`config.mk`:
```
export PLATFORM = sky130hd
export DESIGN_NAME = rmii_rx_deframer
export DESIGN_NICKNAME = d
export VERILOG_FILES = /design/src/rtl/rmii_rx_deframer.sv
export SDC_FILE = /design/constraint.sdc
export NUM_CORES = 1
export LEC_CHECK = 0
export BUFFER_PORTS_ARGS = -buffer_cell sky130_fd_sc_hd__buf_2
export CORE_ASPECT_RATIO = 0.7
export CORE_UTILIZATION = 55
export CTS_CLUSTER_DIAMETER = 60
export DETAILED_ROUTE_END_ITERATION = 16
export PLACE_DENSITY_LB_ADDON = 0.3
export SETUP_SLACK_MARGIN = 0.3
export SLEW_MARGIN = 10
export SYNTH_ARGS = -nofsm -noshare
export SYNTH_HDL_FRONTEND = slang
export SYNTH_SLANG_ARGS = --single-unit
```
`constraint.sdc`:
```
create_clock -name clk -period 2.9 [get_ports clk]
set_input_delay 0 -clock clk [delete_from_list [all_inputs] [get_ports clk]]
set_output_delay 0 -clock clk [all_outputs]
set_load 0.1 [all_outputs]
```
`src/rtl/rmii_rx_deframer.sv`:
```
// -----------------------------------------------------------------------------
// rmii_rx_deframer
//
// Receive-side RMII front end. Samples crs_dv/rxd from the PHY and strips the
// preamble and SFD. It then forwards the frame payload one dibit at a time,
// with a one-cycle strobe per dibit, and ends each frame with a done pulse.
// The dibit order is the wire order, LSB first. The end-of-frame crs_dv toggling
// that RMII allows is tolerated. Frames that are not a whole number of bytes,
// are empty, or are too long are flagged with err alongside done.
//
// Parameters
//   MIN_PREAMBLE_DIBITS  minimum run of 01 dibits required before the SFD
//   MAX_DIBITS           payload dibits forwarded per frame; excess is dropped
//
// Ports
//   clk      in   50 MHz RMII reference clock
//   reset_n  in   asynchronous active-low reset
//   crs_dv   in   RMII carrier sense / data valid
//   rxd      in   [1:0] RMII receive dibit
//   out      out  [1:0] payload dibit, valid while outclk is high
//   outclk   out  one-cycle strobe per payload dibit
//   done     out  one-cycle end-of-frame pulse
//   err      out  one-cycle malformed-frame pulse, only together with done
//   active   out  high while a frame is in preamble or data
// -----------------------------------------------------------------------------
module rmii_rx_deframer #(
  parameter int MIN_PREAMBLE_DIBITS = 8,
  parameter int MAX_DIBITS          = 6088
) (
  input  logic       clk,
  input  logic       reset_n,
  input  logic       crs_dv,
  input  logic [1:0] rxd,
  output logic [1:0] out,
  output logic       outclk,
  output logic       done,
  output logic       err,
  output logic       active
);

  localparam int DW = $clog2(MAX_DIBITS + 1);
  localparam int PW = $clog2(MIN_PREAMBLE_DIBITS + 1);
  localparam logic [DW-1:0] MAX_D = DW'(MAX_DIBITS);
  localparam logic [PW-1:0] MIN_P = PW'(MIN_PREAMBLE_DIBITS);

  typedef enum logic [1:0] {
    S_IDLE,
    S_PREAMBLE,
    S_DATA,
    S_END
  } state_t;

  // One pin sample: carrier flag plus the dibit seen with it.
  typedef struct packed {
    logic       crs;
    logic [1:0] dibit;
  } sample_t;

  state_t        state;
  sample_t       r;        // newest sample, used as one-cycle lookahead
  sample_t       h;        // sample being acted on this cycle
  logic [DW-1:0] dcnt;
  logic [PW-1:0] pre_cnt;
  logic          ovf;

  // NOTE: every register here, the output registers included, takes
  // non-blocking assignments. Each decision then reads the values from before
  // the clock edge, and the r -> h shift behaves as a true two-stage pipeline.
  always_ff @(posedge clk or negedge reset_n) begin
    if (!reset_n) begin
      state   <= S_IDLE;
      r       <= '0;
      h       <= '0;
      dcnt    <= '0;
      pre_cnt <= '0;
      ovf     <= 1'b0;
      out     <= 2'b00;
      outclk  <= 1'b0;
      done    <= 1'b0;
      err     <= 1'b0;
      active  <= 1'b0;
    end else begin
      // The pins keep flowing through the pipeline in every state, END included.
      // Nothing sampled while a frame is closing is lost.
      r      <= '{crs: crs_dv, dibit: rxd};
      h      <= r;
      outclk <= 1'b0;
      done   <= 1'b0;
      err    <= 1'b0;

      case (state)
        S_IDLE: begin
          // Leading 00 dibits at carrier rise are skipped. A preamble only
          // starts at the first 01.
          if (h.crs && h.dibit == 2'b01) begin
            state   <= S_PREAMBLE;
            pre_cnt <= PW'(1);
            active  <= 1'b1;
          end
        end

        S_PREAMBLE: begin
          if (!h.crs) begin
            state  <= S_IDLE;
            active <= 1'b0;
          end else begin
            case (h.dibit)
              2'b01: begin
                if (pre_cnt != MIN_P) pre_cnt <= pre_cnt + PW'(1);
              end
              2'b11: begin
                if (pre_cnt >= MIN_P) begin
                  // The SFD itself is consumed and never forwarded.
                  state <= S_DATA;
                  dcnt  <= '0;
                end else begin
                  state  <= S_IDLE;
                  active <= 1'b0;
                end
              end
              default: begin
                // False carrier: drop it without reporting a frame.
                state  <= S_IDLE;
                active <= 1'b0;
              end
            endcase
          end
        end

        S_DATA: begin
          if (!h.crs && !r.crs) begin
            // Two low samples in a row end the frame. A single low sample
            // followed by a high one is the PHY's end-of-frame toggling, so the
            // dibit carried with it is still data.
            state  <= S_END;
            done   <= 1'b1;
            err    <= (dcnt[1:0] != 2'b00) || ovf || (dcnt == '0);
            active <= 1'b0;
          end else if (dcnt < MAX_D) begin
            out    <= h.dibit;
            outclk <= 1'b1;
            dcnt   <= dcnt + DW'(1);
          end else begin
            // The counter stops at the limit. Further dibits are only noted.
            ovf <= 1'b1;
          end
        end

        S_END: begin
          ovf   <= 1'b0;
          state <= S_IDLE;
        end

        default: state <= S_IDLE;
      endcase
    end
  end

endmodule

```
**Word level (Yosys, flattened, before mapping)**

Cells that the tools add are included.

- Bits in registers: 32
- Bits of input ports: 5
- Word-level logic and storage cells: 88

- Add/subtract/negate cells: 2
- Magnitude comparators: 2
- Eq/ne operators: 18
- Muxes and demuxes: 33
- Bitwise gates (word level): 1
- Reductions and logical operators: 19

Operator list:

| kind | number |
|---|---|
| 13-bit 2-to-1 mux | 5 |
| 13-bit one-hot mux with 2 select lines | 1 |
| 2-bit inequality test (second input constant) | 10 |
| 4-bit 2-to-1 mux | 4 |
| 13-bit by 1-bit adder with 13-bit output (second input constant) | 1 |
| 13-bit zero test | 1 |
| 13-bit < comparator (second input constant) | 1 |
| 1-bit 2-to-1 mux | 13 |
| 5-bit AND reduction | 2 |
| 3-bit AND reduction | 3 |
| 2-bit 2-to-1 mux | 4 |
| 4-bit inequality test (second input constant) | 2 |
| 2-bit one-hot mux with 4 select lines | 1 |
| 4-bit one-hot mux with 2 select lines | 1 |
| 2-bit nonzero test | 4 |
| 2-bit equality test (second input constant) | 3 |
| 6-bit AND reduction | 1 |
| 4-bit by 1-bit adder with 4-bit output (second input constant) | 1 |
| 2-bit by 1-bit equality test with 1-bit output (second input constant) | 2 |
| 4-bit greater-or-equal comparator (second input constant) | 1 |
| 1-bit one-hot mux with 2 select lines | 2 |
| 2-bit one-hot mux with 2 select lines | 1 |
| 3-bit inequality test (second input constant) | 1 |
| 1-bit one-hot mux with 3 select lines | 1 |
| other kinds (6) | 9 |

**Depth between registers and ports, before layout**

- Word-level depth: 5
- Mapped depth: 9

**Least setup slack after synthesis**

Ideal clock, no wire load.

- Path type: flip-flop to flip-flop
- Start point: register state[0]
- End point: register dcnt[4]
- Library setup time: 0.069 ns
- Data arrival time: 1.996 ns
- Slack: 0.835 ns
- Stages on the path, launching flop included: 9
- Path buffers: 1
- Cells stage by stage: dfrtp_1 -> inv_1 -> ha_1 -> buf_4 -> o21ai_0 -> mux2_2 -> a31o_1 -> or4_1 -> nand3_1

- Word-level cells in the longest chain between the ends: 3

RTL lines:

| item | line | source |
|---|---|---|
| start: declaration | 59 | `state_t state;` |
| start signal: assignment | 71 | `state <= S_IDLE;` |
| start signal: assignment | 96 | `state <= S_PREAMBLE;` |
| start signal: assignment | 104 | `state <= S_IDLE;` |
| 2-bit by 1-bit equality test with 1-bit output / 2-bit equality test (equally long branches) | 91 | `case (state)` |
| 2-bit inequality test (no line) / 2-bit nonzero test (equally long branches) | n/a |  |
| 6-bit AND reduction (no line) | n/a |  |
| end signal: assignment | 142 | `dcnt <= dcnt + DW'(1);` |
| end: declaration | 62 | `logic [DW-1:0] dcnt;` |

Several ways; a longest one is shown, not always the timed one.
A chain may end at the register's enable or synchronous reset.

**Final worst setup path**

Same ends and word-level chain as after synthesis.

==> Implementation_results.wiki <==
{| class="wikitable"
! Metric !! Value
|-
| Post-Route Skew || 0.00703 ns
|-
| TritonCTS Sinks || 32
|-
| Shortest clock period the worst path allows after layout || 2.47 ns
|-
| Initial antenna violation count || 0
|-
| Leading cell types in the layout, fill and taps excluded || sky130_fd_sc_hd__dfrtp_1, sky130_fd_sc_hd__nand2_1, sky130_fd_sc_hd__inv_1, sky130_fd_sc_hd__nand3_1, sky130_fd_sc_hd__o21ai_0
|-
| RSZ-0062 raised after global routing || no
|-
| Data arrival time of the worst path || 2.69 ns
|-
| Total via count after detailed routing || 1293
|-
| Final setup fails || 0
|-
| Fin crit share || 85.3%
|-
| Clock transition time at the flip-flop clock pins of the worst setup and hold paths || 0.07 ns
|-
| Initial DRC count || 106
|-
| Worst voltage drop across the vdd grid || 0.405 mV
|-
| Max FO, Critical Path || 12
|-
| Depth of the worst register-to-register path || 7
|-
| Syn_nets || 177
|-
| Power share of the sequential group || 40.5%
|-
| Count of final hold-check violations || 0
|-
| Setup Total Neg Slack || 0 ns
|-
| Switching power || 509 uW
|-
| First-pass GRT wire length || 5.49 mm
|-
| Leakage component of the power || 0.860 nW
|-
| Proportion of register bits with asynchronous set or reset after synthesis || 100%
|-
| Root cell of the clock tree || sky130_fd_sc_hd__clkbuf_8
|-
| Vias in the first global route || 1134
|-
| Slowest cell on crit path || sky130_fd_sc_hd__or4_1
|-
| Endpoint kind of the worst setup timing path || flop
|-
| Antenna viol nets, final || 0
|-
| Diode insertion count for antenna repair || 0
|-
| Clock Path Buffers || 2
|-
| Largest net degree at the start of global routing || 33
|-
| Delay of the slowest cell on the worst path || 0.52 ns
|-
| Routed wire per std cell || 15.5 um
|-
| Instance count of the mapped netlist || 164
|-
| First-pass DRT Iterations || 4
|-
| CP bufs+invs || 1
|-
| List of cells traversed by the critical path || inv_1, ha_2, o21ai_0, mux2_2, a31o_1, or4_1, nand3_1
|-
| Worst Setup SP || state[0]
|-
| Overflow left after global routing || 0
|-
| Final count of pins violating max slew || 0
|-
| Filler cell count in the final layout || 238
|-
| Fraction of the yosys area taken by sequential cells || 48.7%
|-
| Row Count || 16
|-
| Power per cell area || 750 nW/um^2
|-
| Post-Route WL || 3.36 mm
|-
| Ratio of cells with drive above 1 in the final layout || 14.4%
|-
| Initial Util || 58.2%
|-
| Switching Fraction || 36.3%
|-
| Area grow syn2layout || 13.8%
|-
| Die extent in y || 47.7 um
|-
| Netlist area before placement || 1640 sq um
|-
| Cell internal power dissipation || 893 uW
|-
| Final routed DRC violation total || 0
|-
| Summed area of non-filler cells in the final layout || 1870 sq um
|-
| Routed via count divided by cell count || 5.96
|-
| Number of placed instances with taps included || 205
|-
| Proportion of power drawn by the clock network || 30.1%
|-
| Worst hold-check path type || in2async
|-
| Total area of sequential cells || 801 sq um
|-
| Launch point of the worst reg-to-reg path || state[0]
|-
| Overall Global Routing Usage || 24.4%
|-
| HPWL after detailed placement || 2.35 mm
|-
| Final GP Congestion || 0.876
|-
| Total CTS buffers || 5
|-
| Ports placed on the boundary || 11
|-
| Most instantiated flip-flop cell in the synthesis netlist || sky130_fd_sc_hd__dfrtp_1
|-
| Maximum clock frequency || 404 MHz
|-
| Multi-input logic area || 771 sq um
|-
| Critical path startpoint category || flop
|-
| Chip width || 67.3 um
|-
| Type of the worst setup path || reg2reg
|-
| Net total in the final layout || 193
|-
| Result of the run || finished, final reports clean
|-
| Count of flip-flops with a built-in enable after synthesis || 0
|-
| Clock insertion delay at the later pin of the skew report || 0.28 ns
|-
| Terminus of the critical flop-to-flop path || dcnt[4]
|-
| Final cell utilization of the core || 66.3%
|-
| Total Die Area || 3220 sq um
|-
| Max-slew headroom || 52.9%
|-
| # port buffers || 10
|-
| Required time worst endpoint || 3.12 ns
|-
| Place WS || 0.357 ns
|-
| Crit path max-delay family || simple AND/OR/NAND/NOR gates
|-
| Cell variety after synth || 42
|-
| Number of levels in the clock H-tree || 2
|-
| Average cell area after synthesis || 10.0 sq um
|-
| Flop and latch count out of synthesis || 32
|-
| CORE AREA || 2820 sq um
|-
| Worst Slack Setup Final || 0.425 ns
|-
| Placed inst area || 1720 sq um
|-
| Internal reg-to-reg setup slack || 0.43 ns
|-
| Portion of total power attributed to combinational logic || 29.4%
|-
| Max_cap viols || 0
|-
| Worst Max-Slew Pin Slew || 0.699 ns
|-
| Final standard cell count with taps included and fillers excluded || 217
|-
| Clock tree from TritonCTS || done
|-
| Most frequent standard cell in the layout excluding fill and tap cells || sky130_fd_sc_hd__dfrtp_1
|-
| Syn. warnings || 0
|}
[cell usage after synthesis, types with 3 or more instances]
cell / count / area (sq um)
sky130_fd_sc_hd__nand2_1: 16 / 60.1
sky130_fd_sc_hd__nor2_1: 4 / 15.0
sky130_fd_sc_hd__nand3_1: 14 / 70.1
sky130_fd_sc_hd__dfrtp_1: 32 / 801
sky130_fd_sc_hd__o21ai_0: 12 / 60.1
sky130_fd_sc_hd__inv_1: 14 / 52.6
sky130_fd_sc_hd__mux2_2: 3 / 33.8
sky130_fd_sc_hd__mux2i_1: 6 / 60.1
sky130_fd_sc_hd__or4_1: 3 / 22.5
sky130_fd_sc_hd__o311ai_0: 3 / 26.3
sky130_fd_sc_hd__a21oi_1: 7 / 35.0
sky130_fd_sc_hd__clkbuf_1: 4 / 15.0
sky130_fd_sc_hd__ha_1: 8 / 100
[worst max-delay path by stage]
stage / endpoint / slack [ns] / depth (start not counted)
after floorplan: dcnt[4] / 0.83 / 8
after global placement: dcnt[4] / 0.49 / 7
after detailed placement: dcnt[4] / 0.36 / 7
after CTS: dcnt[4] / 0.33 / 7
after global routing: dcnt[4] / 0.31 / 7
final: dcnt[4] / 0.43 / 7
[cell families (layout without fill, tap and decap cells)]
kind of cell | after synthesis | count (layout) | synth area share (%)
buf+inv | 19 | 36 | 4.57
flops | 32 | 32 | 48.7
simple gates | 58 | 58 | 19.4
compound gates | 38 | 38 | 15.5
mux | 9 | 9 | 5.71
fa+ha+maj | 8 | 8 | 6.09
[repair_timing]
item,CTS,global route
resized for setup,0,1
setup buffers,0,0
hold endpoints to repair,35,0
endpoints found under the setup margin,0,1
hold buffers,4,0
[state kept, by name (all words and copies together), names as in the netlist, named ones only]
| name | flops |
|---|---|
| outclk | 1 |
| h | 3 |
| dcnt | 13 |
| state | 1 |
| err | 1 |
| pre_cnt | 4 |
| active | 1 |
| out | 2 |
| done | 1 |
| r | 3 |
| ovf | 1 |
[power groups by stage]
| stage | clock (mW) | combinational (mW) | sequential, mW |
|---|---|---|---|
| after floorplan | 0 | 0.220 | 0.668 |
| after global placement | 0 | 0.393 | 0.567 |
| after detailed placement | 0 | 0.403 | 0.575 |
| after CTS | 0.429 | 0.409 | 0.567 |
| after global routing | 0.453 | 0.449 | 0.578 |
| final | 0.422 | 0.412 | 0.569 |
[stage by stage]
| stage | hold WS, ns | total power, mW |
|---|---|---|
| after floorplan | -0.296 | 0.888 |
| after global placement | 0.0692 | 0.960 |
| after detailed placement | 0.0804 | 0.978 |
| after CTS | 0.318 | 1.40 |
| after global routing | 0.344 | 1.48 |
| final | 0.296 | 1.40 |
[routing by layer]
metal	routed length, um	track usage [%]	vias to the layer above
li1	-	-	625
met1	1740	35.5	623
met2	1430	34.8	38
met3	153	6.43	7
met4	39	8.94	0
met5	0	0	-
[cell type report]
cell class / count / area share [%]
multi-input combinational: 113 / 41.2
inverter: 14 / 2.81
sequential: 32 / 42.8
clock buffer: 5 / 3.68
tap: 36 / 2.41
clock inverter: 3 / 2.27
timing repair buffer: 14 / 4.82
Note: power is estimated with default switching activity, not from simulation.
